## src/rtl/gobang_pkg.sv

```systemverilog
// Shared board constants, scan state encoding and cell helpers for the
// directional five-in-a-row scanners.
package gobang_pkg;

    localparam int BOARD_N = 15;
    localparam int WIN_LEN = 5;
    localparam int CELLS   = BOARD_N * BOARD_N;

    typedef enum logic [1:0] {
        IDLE,
        SCAN_UR,
        SCAN_LL,
        DONE
    } scan_state_t;

    // Flat index of cell (r,c); callers gate with in_board first.
    function automatic logic [7:0] cell_idx(input logic [3:0] r, input logic [3:0] c);
        return 8'(int'(r) * BOARD_N + int'(c));
    endfunction

    // True when a signed cursor lies on the board.
    function automatic logic in_board(input logic signed [4:0] r, input logic signed [4:0] c);
        return (r >= 5'sd0) && (int'(r) < BOARD_N) &&
               (c >= 5'sd0) && (int'(c) < BOARD_N);
    endfunction

endpackage

```

## src/rtl/cell_fetch.sv

```systemverilog
// Single-cell lookup into a one-colour occupancy vector. Off-board cursors
// read as empty so a walk stops at the edge without indexing out of range.
module cell_fetch
    import gobang_pkg::*;
(
    input  logic [CELLS-1:0]  ch_q,
    input  logic signed [4:0] r,
    input  logic signed [4:0] c,
    output logic              stone
);

    // Bound test first, then the 225:1 mux.
    always_comb begin
        // NOTE: default assignment first so every path drives stone; no latch.
        stone = 1'b0;
        if (in_board(r, c)) begin
            stone = ch_q[cell_idx(r[3:0], c[3:0])];
        end
    end

endmodule

```

## src/rtl/upper_right_to_lower_left_scan.sv

```systemverilog
// Sequential anti-diagonal (row+col constant) five-in-a-row checker.
// Starting at the placed stone it walks toward the upper-right, then the
// lower-left, one cell per clock, and reports win/err with a done pulse.
module upper_right_to_lower_left_scan
    import gobang_pkg::*;
(
    input  logic             clk,
    input  logic             rst_n,
    input  logic             start,
    input  logic [3:0]       row,
    input  logic [3:0]       col,
    input  logic [CELLS-1:0] ch,
    output logic             busy,
    output logic             done,
    output logic             win,
    output logic             err
);

    localparam logic [2:0] WIN_CNT   = 3'(WIN_LEN);
    // Each direction examines at most WIN_LEN-1 cells; steps counts 0..3.
    localparam logic [1:0] LAST_STEP = 2'(WIN_LEN - 2);

    scan_state_t       state, state_nxt;
    logic [3:0]        row_q, col_q;
    logic [CELLS-1:0]  ch_q;
    logic signed [4:0] cur_r, cur_c;
    logic [2:0]        count;
    logic [1:0]        steps;
    logic              win_q, err_q;

    logic placed, stone, bad_pos, reach_win, last_cell, walk_on;

    // Placed-stone lookup on the live input, used only when start is accepted.
    cell_fetch u_placed (
        .ch_q  (ch),
        .r     ($signed({1'b0, row})),
        .c     ($signed({1'b0, col})),
        .stone (placed)
    );

    // Cursor lookup on the snapshot taken at start.
    cell_fetch u_cursor (
        .ch_q  (ch_q),
        .r     (cur_r),
        .c     (cur_c),
        .stone (stone)
    );

    assign bad_pos   = (row > 4'(BOARD_N - 1)) || (col > 4'(BOARD_N - 1));
    assign reach_win = stone && (count == WIN_CNT - 3'd1);
    assign last_cell = (steps == LAST_STEP);
    assign walk_on   = stone && !reach_win && !last_cell;

    // State register.
    always_ff @(posedge clk or negedge rst_n) begin
        if (!rst_n) begin
            state <= IDLE;
        end else begin
            // NOTE: non-blocking assignment for all clocked state so every
            // register samples pre-edge values regardless of block order.
            state <= state_nxt;
        end
    end

    // Next-state logic.
    always_comb begin
        state_nxt = state;
        case (state)
            IDLE: begin
                if (start) begin
                    state_nxt = (bad_pos || !placed) ? DONE : SCAN_UR;
                end
            end
            SCAN_UR: begin
                if (reach_win)     state_nxt = DONE;
                else if (!walk_on) state_nxt = SCAN_LL;
            end
            SCAN_LL: begin
                if (!walk_on) state_nxt = DONE;
            end
            DONE:    state_nxt = IDLE;
            default: state_nxt = IDLE;
        endcase
    end

    // Handshake outputs decoded from the state.
    always_comb begin
        busy = (state != IDLE);
        done = (state == DONE);
    end

    assign win = win_q;
    assign err = err_q;

    // Datapath: snapshot, cursor walk, stone count and held result flags.
    always_ff @(posedge clk or negedge rst_n) begin
        if (!rst_n) begin
            row_q <= '0;
            col_q <= '0;
            // NOTE: the snapshot is ordinary flops, not RAM, so it takes the
            // async reset like every other register here.
            ch_q  <= '0;
            cur_r <= '0;
            cur_c <= '0;
            count <= '0;
            steps <= '0;
            win_q <= 1'b0;
            err_q <= 1'b0;
        end else begin
            case (state)
                IDLE: begin
                    if (start) begin
                        row_q <= row;
                        col_q <= col;
                        ch_q  <= ch;
                        win_q <= 1'b0;
                        err_q <= bad_pos;
                        count <= (!bad_pos && placed) ? 3'd1 : 3'd0;
                        cur_r <= $signed({1'b0, row}) - 5'sd1;
                        cur_c <= $signed({1'b0, col}) + 5'sd1;
                        steps <= '0;
                    end
                end
                SCAN_UR: begin
                    if (stone && count < WIN_CNT) count <= count + 3'd1;
                    if (reach_win) win_q <= 1'b1;
                    if (walk_on) begin
                        cur_r <= cur_r - 5'sd1;
                        cur_c <= cur_c + 5'sd1;
                        steps <= steps + 2'd1;
                    end else begin
                        // Restart just below-left of the placed stone.
                        cur_r <= $signed({1'b0, row_q}) + 5'sd1;
                        cur_c <= $signed({1'b0, col_q}) - 5'sd1;
                        steps <= '0;
                    end
                end
                SCAN_LL: begin
                    if (stone && count < WIN_CNT) count <= count + 3'd1;
                    if (reach_win) win_q <= 1'b1;
                    if (walk_on) begin
                        cur_r <= cur_r + 5'sd1;
                        cur_c <= cur_c - 5'sd1;
                        steps <= steps + 2'd1;
                    end
                end
                default: ;
            endcase
        end
    end

endmodule

```

## config.mk

```make
export PLATFORM = sky130hd
export DESIGN_NAME = upper_right_to_lower_left_scan
export DESIGN_NICKNAME = d
export VERILOG_FILES = /design/src/rtl/gobang_pkg.sv /design/src/rtl/cell_fetch.sv /design/src/rtl/upper_right_to_lower_left_scan.sv
export SDC_FILE = /design/constraint.sdc
export NUM_CORES = 1
export LEC_CHECK = 0
export ABC_AREA = 1
export CAP_MARGIN = 20
export CORE_ASPECT_RATIO = 1.4
export CORE_MARGIN = 4
export CORE_UTILIZATION = 55
export DETAILED_ROUTE_END_ITERATION = 7
export HOLD_SLACK_MARGIN = 0.15
export PLACE_DENSITY = 0.81
export SYNTH_ARGS = -nofsm -noshare
export SYNTH_HDL_FRONTEND = slang
export SYNTH_SLANG_ARGS = --single-unit
```

## constraint.sdc

```tcl
create_clock -name clk -period 4.59 [get_ports clk]
set_input_delay 0.918 -clock clk [delete_from_list [all_inputs] [get_ports clk]]
set_output_delay 0.918 -clock clk [all_outputs]
set_load 0.005 [all_outputs]
```

# Word-level counts from Yosys, hierarchy flattened

Index checks and enable logic that the tools add are counted.
Widths: inputs -> output; s select.

Bits in registers: 252
Bits in latches: 0
RAM bits: 0
Bits in read-only memories: 0
Input port bits: 236
Output and inout bits: 4
Word-level logic and storage cells: 106
Memories kept: 0

Add/subtract/negate cells: 12
Multipliers: 2
Div/mod/pow operators: 0
Order comparisons: 13
Equal/unequal tests: 11
Shift-type cells: 0
Multiplexer cells: 31
Bitwise logic cells: 0
Reductions and logical operators: 27

Operators by type and width:

| cell                | number |
|---|---|
| $mux 5              | 6 |
| $pmux 5 s3          | 2 |
| $lt 8x9->1 const B  | 2 |
| $add 8x5->8         | 2 |
| $bmux 1 s8          | 2 |
| $mul 4x4->8 const B | 2 |
| $mux 2              | 8 |
| $reduce_and 3->1    | 4 |
| $logic_and 1x1->1   | 11 |
| $add 4x1->5 const B | 2 |
| $add 5x2->5 const B | 2 |
| $ge 5x1->1 const B  | 2 |
| $lt 5x5->1 const B  | 2 |
| $sub 4x1->5 const B | 2 |
| $sub 5x2->5 const B | 2 |
| $ge 4x1->1 const B  | 2 |
| $gt 4x4->1 const B  | 2 |
| $lt 4x4->1 const B  | 2 |
| $pmux 2 s4          | 1 |
| $mux 1              | 7 |
| $eq 2x2->1 const B  | 3 |
| $mux 3              | 2 |
| $ne 2x2->1 const B  | 3 |
| $pmux 2 s3          | 1 |
| 16 further kinds    | 22 |

# Logic depth before layout (Yosys ltp)

Depth in word-level cells: 12
Gate-level depth with buffers: 24
Depth with buffers taken out: 23

# Hierarchy

Synthesis repeated with hierarchy kept, for this count alone.

Cell total of the unflattened synthesis: 2443
Area, all modules: 16394.5 um^2

By module, submodules not included:

| module                         | times used | cells each | area an instance (um^2) | seq. area each (um^2) |
|---|---|---|---|---|
| upper_right_to_lower_left_scan | 1          | 1271       | 10552.6                 | 6306.0 |
| cell_fetch (u_cursor)          | 1          | 586        | 2926.6                  | 0.0 |
| cell_fetch (u_placed)          | 1          | 586        | 2915.3                  | 0.0 |

# Worst setup path after synthesis

Ideal clock, no wire load.

Path type: input to register
Start: in row[0]
End: reg count[0]
Library setup time: 0.077 ns
Arrival: 4.345 ns
Required time: 4.513 ns
Slack: 0.167 ns
Cell stages on the path: 18
Path buffers: 1
Cell sequence: fa_1 -> inv_1 -> fa_1 -> fa_1 -> inv_1 -> ha_1 -> xnor2_1 -> inv_1 -> clkbuf_1 -> o211ai_1 -> nand3_1 -> nand3_1 -> nand3_1 -> nand3_1 -> nand3_1 -> o21ai_0 -> nor2_1 -> a21oi_1

Word-level cells in the longest chain between the ends: 9
Elaborated cells on any way between the ends: 17
Classes of those cells: add/sub (1); mul (1); order compare (3); mux (6); reduce/logical (6)

Ends and longest elaborated chain:

| element                                                                  | line                                  | RTL |
|---|---|---|
| from (decl)                                                              | upper_right_to_lower_left_scan.sv:10  | `input logic [3:0] row,` |
| $mul 4x4->8, or another cell as far along                                | gobang_pkg.sv:18                      | `return 8'(int'(r) * BOARD_N + int'(c));` |
| $add 8x5->8 / $logic_and 1x1->1 (equally long branches)                  | gobang_pkg.sv:18, gobang_pkg.sv:23    |  |
| $bmux 1 s8 / $logic_and 1x1->1 (equally long branches)                   | cell_fetch.sv:17, gobang_pkg.sv:23    |  |
| $mux 1 (not written as such) / $logic_and 1x1->1 (equally long branches) | cell_fetch.sv:17, gobang_pkg.sv:24    |  |
| $mux 1                                                                   | cell_fetch.sv:16                      | `if (in_board(r, c)) begin` |
| $logic_and 1x1->1 (*)                                                    | upper_right_to_lower_left_scan.sv:118 | `count <= (!bad_pos && placed) ? 3'd1 : 3'd0;` |
| $mux 1 (*)                                                               | upper_right_to_lower_left_scan.sv:118 |  |
| $mux 3 (*)                                                               | upper_right_to_lower_left_scan.sv:112 | `if (start) begin` |
| $pmux 3 s2 (*)                                                           | upper_right_to_lower_left_scan.sv:110 | `case (state)` |
| to (signal assigned)                                                     | upper_right_to_lower_left_scan.sv:118 |  |
| to (signal assigned)                                                     | upper_right_to_lower_left_scan.sv:125 | `if (stone && count < WIN_CNT) count <= count + 3'd1;` |
| to (signal assigned)                                                     | upper_right_to_lower_left_scan.sv:139 | `if (stone && count < WIN_CNT) count <= count + 3'd1;` |
| to (decl)                                                                | upper_right_to_lower_left_scan.sv:27  | `logic [2:0] count;` |

Every way passes the cells marked *; elsewhere a longest branch is shown, timed or not. The select of a mux whose other input is x is not followed.
A chain may end at the register's enable or synchronous reset.

# Worst setup path after layout

Start: reg cur_r[0]
End: reg cur_r[0]

Word-level cells in the longest chain between the ends: 11
Elaborated cells on any way between the ends: 21
Classes of those cells: add/sub (3); mul (1); order compare (2); eq/ne (1); mux (6); reduce/logical (8)

Ends and longest elaborated chain:

| element                                                                  | line                                  | RTL |
|---|---|---|
| from (decl)                                                              | upper_right_to_lower_left_scan.sv:26  | `logic signed [4:0] cur_r, cur_c;` |
| from (signal assigned)                                                   | upper_right_to_lower_left_scan.sv:119 | `cur_r <= $signed({1'b0, row}) - 5'sd1;` |
| from (signal assigned)                                                   | upper_right_to_lower_left_scan.sv:128 | `cur_r <= cur_r - 5'sd1;` |
| from (signal assigned)                                                   | upper_right_to_lower_left_scan.sv:133 | `cur_r <= $signed({1'b0, row_q}) + 5'sd1;` |
| $mul 4x4->8, or another cell as far along                                | gobang_pkg.sv:18                      |  |
| $add 8x5->8 / $logic_and 1x1->1 (equally long branches)                  | gobang_pkg.sv:18, gobang_pkg.sv:23    |  |
| $bmux 1 s8 / $logic_and 1x1->1 (equally long branches)                   | cell_fetch.sv:17, gobang_pkg.sv:23    |  |
| $mux 1 (not written as such) / $logic_and 1x1->1 (equally long branches) | cell_fetch.sv:17, gobang_pkg.sv:24    |  |
| $mux 1                                                                   | cell_fetch.sv:16                      |  |
| $logic_and 1x1->1                                                        | upper_right_to_lower_left_scan.sv:50  | `assign reach_win = stone && (count == WIN_CNT - 3'd1);` |
| $logic_not 1->1                                                          | upper_right_to_lower_left_scan.sv:52  | `assign walk_on = stone && !reach_win && !last_cell;` |
| $logic_and 1x1->1 (2 in series)                                          | upper_right_to_lower_left_scan.sv:52  |  |
| $mux 5 / $ne 2x2->1 (equally long branches)                              | n/a                                   |  |
| $pmux 5 s3 / $reduce_and 3->1 (equally long branches)                    | n/a                                   |  |

Several ways; a longest one is shown, not always the timed one. The select of a mux whose other input is x is not followed.

==> flow_metrics.py <==
metrics = {
    "status": {
        "outcome": "completed",
    },
    "synth": {
        "synthSimpleGateAreaFrac_pct": 31.3,
        "synth_top_area_share_pct": 39.5,
        "synth_nets": 2587,
        "synth_largest_area_cell": "sky130_fd_sc_hd__dfrtp_1",
        "yosys_warnings": 0,
        "ys_seq_area_share_pct": 39.5,
        "async_reset_ff_share_pct": 100,
        "postSynthAreaPerCell_um2": 7.01,
        "post_synth_fa_ha_maj_area_fraction_pct": 6.38,
        "synth_ff_type": "sky130_fd_sc_hd__dfrtp_1",
        "syn-instance-count": 2278,
        "synth-compound-area-share_pct": 12.7,
        "synth_top_family_by_area": "simple AND/OR/NAND/NOR gates",
        "synth_seq_cells": 252,
        "ys_top_cells_by_area": "sky130_fd_sc_hd__dfrtp_1 (40%), sky130_fd_sc_hd__nand2_1 (19%), sky130_fd_sc_hd__nand3_1 (10%), sky130_fd_sc_hd__o21ai_0 (7.5%), sky130_fd_sc_hd__ha_1 (4.6%)",
        "synth_area_um2": 16000,
        "count_of_flip_flops_with_a_built_in_enable_after_synthesis": 0,
        "yosys.area_share.xor_xnor_pct": 1.31,
        "mux_cell_area_share_after_synthesis_pct": 0,
        "synth.distinct_cells": 36,
    },
    "drt": {
        "vias": 16800,
        "drt-pass1-iter-count": 5,
        "remaining_drcs": 0,
        "viasPerCell": 5.85,
        "route.antenna.remaining_nets": 0,
        "drt-wirelength-per-cell_um": 19.6,
        "wl_um": 56200,
        "drt-initial-drc-count": 1646,
    },
    "global_route": {
        "grt_pass1_vias": 16500,
        "gr-total-overflow": 0,
        "grt_max_degree": 221,
        "grt_antenna_before_repair": 0,
        "global_route_wire_length_before_repair_um": 88100,
        "gr-usage-all-layers_pct": 34.1,
    },
    "placed_design": {
        "dp.cells": 2822,
        "place.port_buffers": 239,
        "post-dp-hpwl_um": 39000,
        "gp_congestion": 0.930,
    },
    "clocking": {
        "later_pin_clock_latency_in_the_skew_report_ps": 540,
        "clk_path_buf_depth": 3,
        "ctsRootBufferMaster": "sky130_fd_sc_hd__clkbuf_16",
        "clk_pin_slew_worst_paths_ps": 60,
        "ctsHtreeMaxLevel": 1,
        "cts_inserted_buffers": 26,
        "clock_tree_from_tritoncts": "yes",
        "post_cts_buffers": 0,
        "clkSinkCount": 252,
    },
    "floorplan": {
        "die_width_um": 152,
        "core_um2": 28500,
        "ioPinCount": 240,
        "std_cell_rows": 73,
        "floorplan.die.height_um": 210,
        "floorplan.die_area_um2": 31800,
        "initial_util_pct": 56.0,
    },
    "setup_path": {
        "crit_path_frequent_cell": "sky130_fd_sc_hd__nand3_1",
        "worst_reg2reg_path_startpoint": "cur_r[0]",
        "worst_ep_required_time_ps": 5010,
        "criticalPathCategory": "flip-flop to flip-flop",
        "setup.worst_path.start_class": "flip-flop",
        "crit_path_cell_trace": "fa_1 -> inv_1 -> fa_1 -> fa_1 -> inv_1 -> ha_4 -> xor2_2 -> buf_4 -> nand3_1 -> nand3_1 -> nand3_1 -> nand3_1 -> nand3_2 -> nand3_2 -> nor2_4 -> o21ai_2 -> buf_4 -> a21oi_2 -> nand2_1 -> nand2_1",
        "slowest_cp_cell": "sky130_fd_sc_hd__fa_1",
        "worst_setup_path_end_kind": "flip-flop",
        "r2r_cells": 20,
        "arrival_ps": 4820,
        "crit-reg2reg-capture": "cur_r[0]",
        "slowest_delay_ps": 550,
        "crit_fanout": 8,
        "timing.reg2reg.setup_slack_ps": 190,
    },
    "sta": {
        "fmax_ghz": 0.227,
        "final-setup-viol-count": 0,
        "finalCriticalPeriod_ps": 4400,
        "finalMaxSlewViolations": 0,
        "skew_ps": 13.3,
        "max-slew-margin-rel_pct": 38.0,
        "max_slew.worst_pin.slew_ps": 930,
        "layout_worst_path_cycle_share_pct": 95.9,
        "hold_violations_final": 0,
    },
    "hold_path": {
        "hold_path_class": "input pin to async pin",
    },
    "layout": {
        "area_growth_pct": 25.4,
        "seqCellArea_um2": 6310,
        "multi_input_area_um2": 8380,
        "post_route_cells_drive_above_1_share_pct": 6.45,
        "final_net_count": 2785,
        "fillerInstances": 2404,
        "diodes": 0,
        "final_cells": 2871,
    },
    "flow_run": {
        "max_cap_viol_count": 0,
    },
}
per-stage QoR:
step           instance area (um^2)  setup TNS, ps  setup slack (ps)  hold slack (ps)  util [%]
2_1_floorplan                 16000              0               167              449         -
3_3_place_gp                  19000           -938              -475              461      66.5
3_5_place_dp                  19000           -931              -480              465      66.5
4_1_cts                       19900              0              12.3              374      69.9
5_1_grt                       20000          -1.53             -1.53              383      70.2
6_report                      20000              0               190              330      70.2
flip-flops by register name (all words and copies together) (netlist names), 2 cells and up:
name   count
row_q      4
state      2
cur_c      5
col_q      4
steps      2
cur_r      5
count      3
ch_q     225
cells in the final DEF, fill, tap and decap left out, types with 4 or more instances in the layout:
master	instances
sky130_fd_sc_hd__dfrtp_1	252
sky130_fd_sc_hd__clkbuf_16	27
sky130_fd_sc_hd__nor2_1	39
sky130_fd_sc_hd__o21ai_0	238
sky130_fd_sc_hd__xor2_1	15
sky130_fd_sc_hd__bufinv_16	5
sky130_fd_sc_hd__fa_1	12
sky130_fd_sc_hd__ha_4	5
sky130_fd_sc_hd__inv_2	6
sky130_fd_sc_hd__clkbuf_8	7
sky130_fd_sc_hd__xnor2_1	6
sky130_fd_sc_hd__o21ai_1	8
sky130_fd_sc_hd__clkinv_2	6
sky130_fd_sc_hd__a21oi_1	108
sky130_fd_sc_hd__nand3_1	327
sky130_fd_sc_hd__nand2_1	825
sky130_fd_sc_hd__nand3_2	4
sky130_fd_sc_hd__clkdlybuf4s50_1	235
sky130_fd_sc_hd__nand4_1	4
sky130_fd_sc_hd__buf_12	15
sky130_fd_sc_hd__inv_1	172
sky130_fd_sc_hd__ha_1	53
sky130_fd_sc_hd__clkinvlp_4	4
sky130_fd_sc_hd__buf_4	60
sky130_fd_sc_hd__o211ai_1	17
kinds of logic (layout without fill, tap and decap cells):
| family | Yosys count | after routing |
|---|---|---|
| flops | 252 | 252 |
| buf+inv | 331 | 549 |
| xor+xnor | 23 | 23 |
| simple gates | 1209 | 1209 |
| fa+ha+maj | 73 | 73 |
| compound gates | 390 | 390 |
repair_timing:
item | in CTS | in global routing
hold buffers | 0 | 0
gates resized for setup | 0 | 26
endpoints found under the setup margin | 0 | 18
worst max-delay path by stage:
stage               depth (start not counted)  slack, ps       end      from
finish                                     20        190  cur_r[0]  cur_r[0]
detailed placement                         19       -480  count[0]    row[0]
floorplan                                  18        170  count[0]    row[0]
global route                               22         -2  count[2]  cur_r[0]
CTS                                        24         10  cur_r[3]  cur_r[0]
global placement                           19       -470  count[0]    row[0]
cell usage after synthesis, types with 14 or more instances:
cell                         n
sky130_fd_sc_hd__clkbuf_1   81
sky130_fd_sc_hd__nor2_1     40
sky130_fd_sc_hd__xor2_1     15
sky130_fd_sc_hd__inv_1     175
sky130_fd_sc_hd__o21ai_0   240
sky130_fd_sc_hd__o211ai_1   17
sky130_fd_sc_hd__nand2_1   829
sky130_fd_sc_hd__a21oi_1   111
sky130_fd_sc_hd__buf_2      38
sky130_fd_sc_hd__fa_1       14
sky130_fd_sc_hd__nand3_1   328
sky130_fd_sc_hd__dfrtp_1   252
sky130_fd_sc_hd__ha_1       59
routing by layer:
layer	GRT usage [%]	wire length, um	vias up
met1	41.1	20100	7831
met2	58.2	27400	962
li1	-	-	7767
met5	0	0	-
met4	20.0	3940	0
met3	4.74	4780	242
worst max-delay path: cells and delay by family, from the launching register on:
kind / cells / cell delay (ps)
adder cells (fa/ha/maj): 4 / 1830
AND/OR/NAND/NOR: 9 / 1050
buffers and inverters: 4 / 620
flip-flops: 1 / 410
XOR/XNOR: 1 / 200
AO/OA/AOI/OAI: 2 / 170
final cells by class:
class | count | area share [%]
inverter | 183 | 3.46
multi-input combinational | 1695 | 41.9
clock buffer | 37 | 3.91
timing repair inverter | 1 | 0.0375
sequential | 252 | 31.5
tap | 375 | 2.34
clock inverter | 11 | 0.925
timing repair buffer | 317 | 15.9
Power is not shown: default switching activity piles up to over one toggle a cycle in this logic, so the estimate is an artifact.
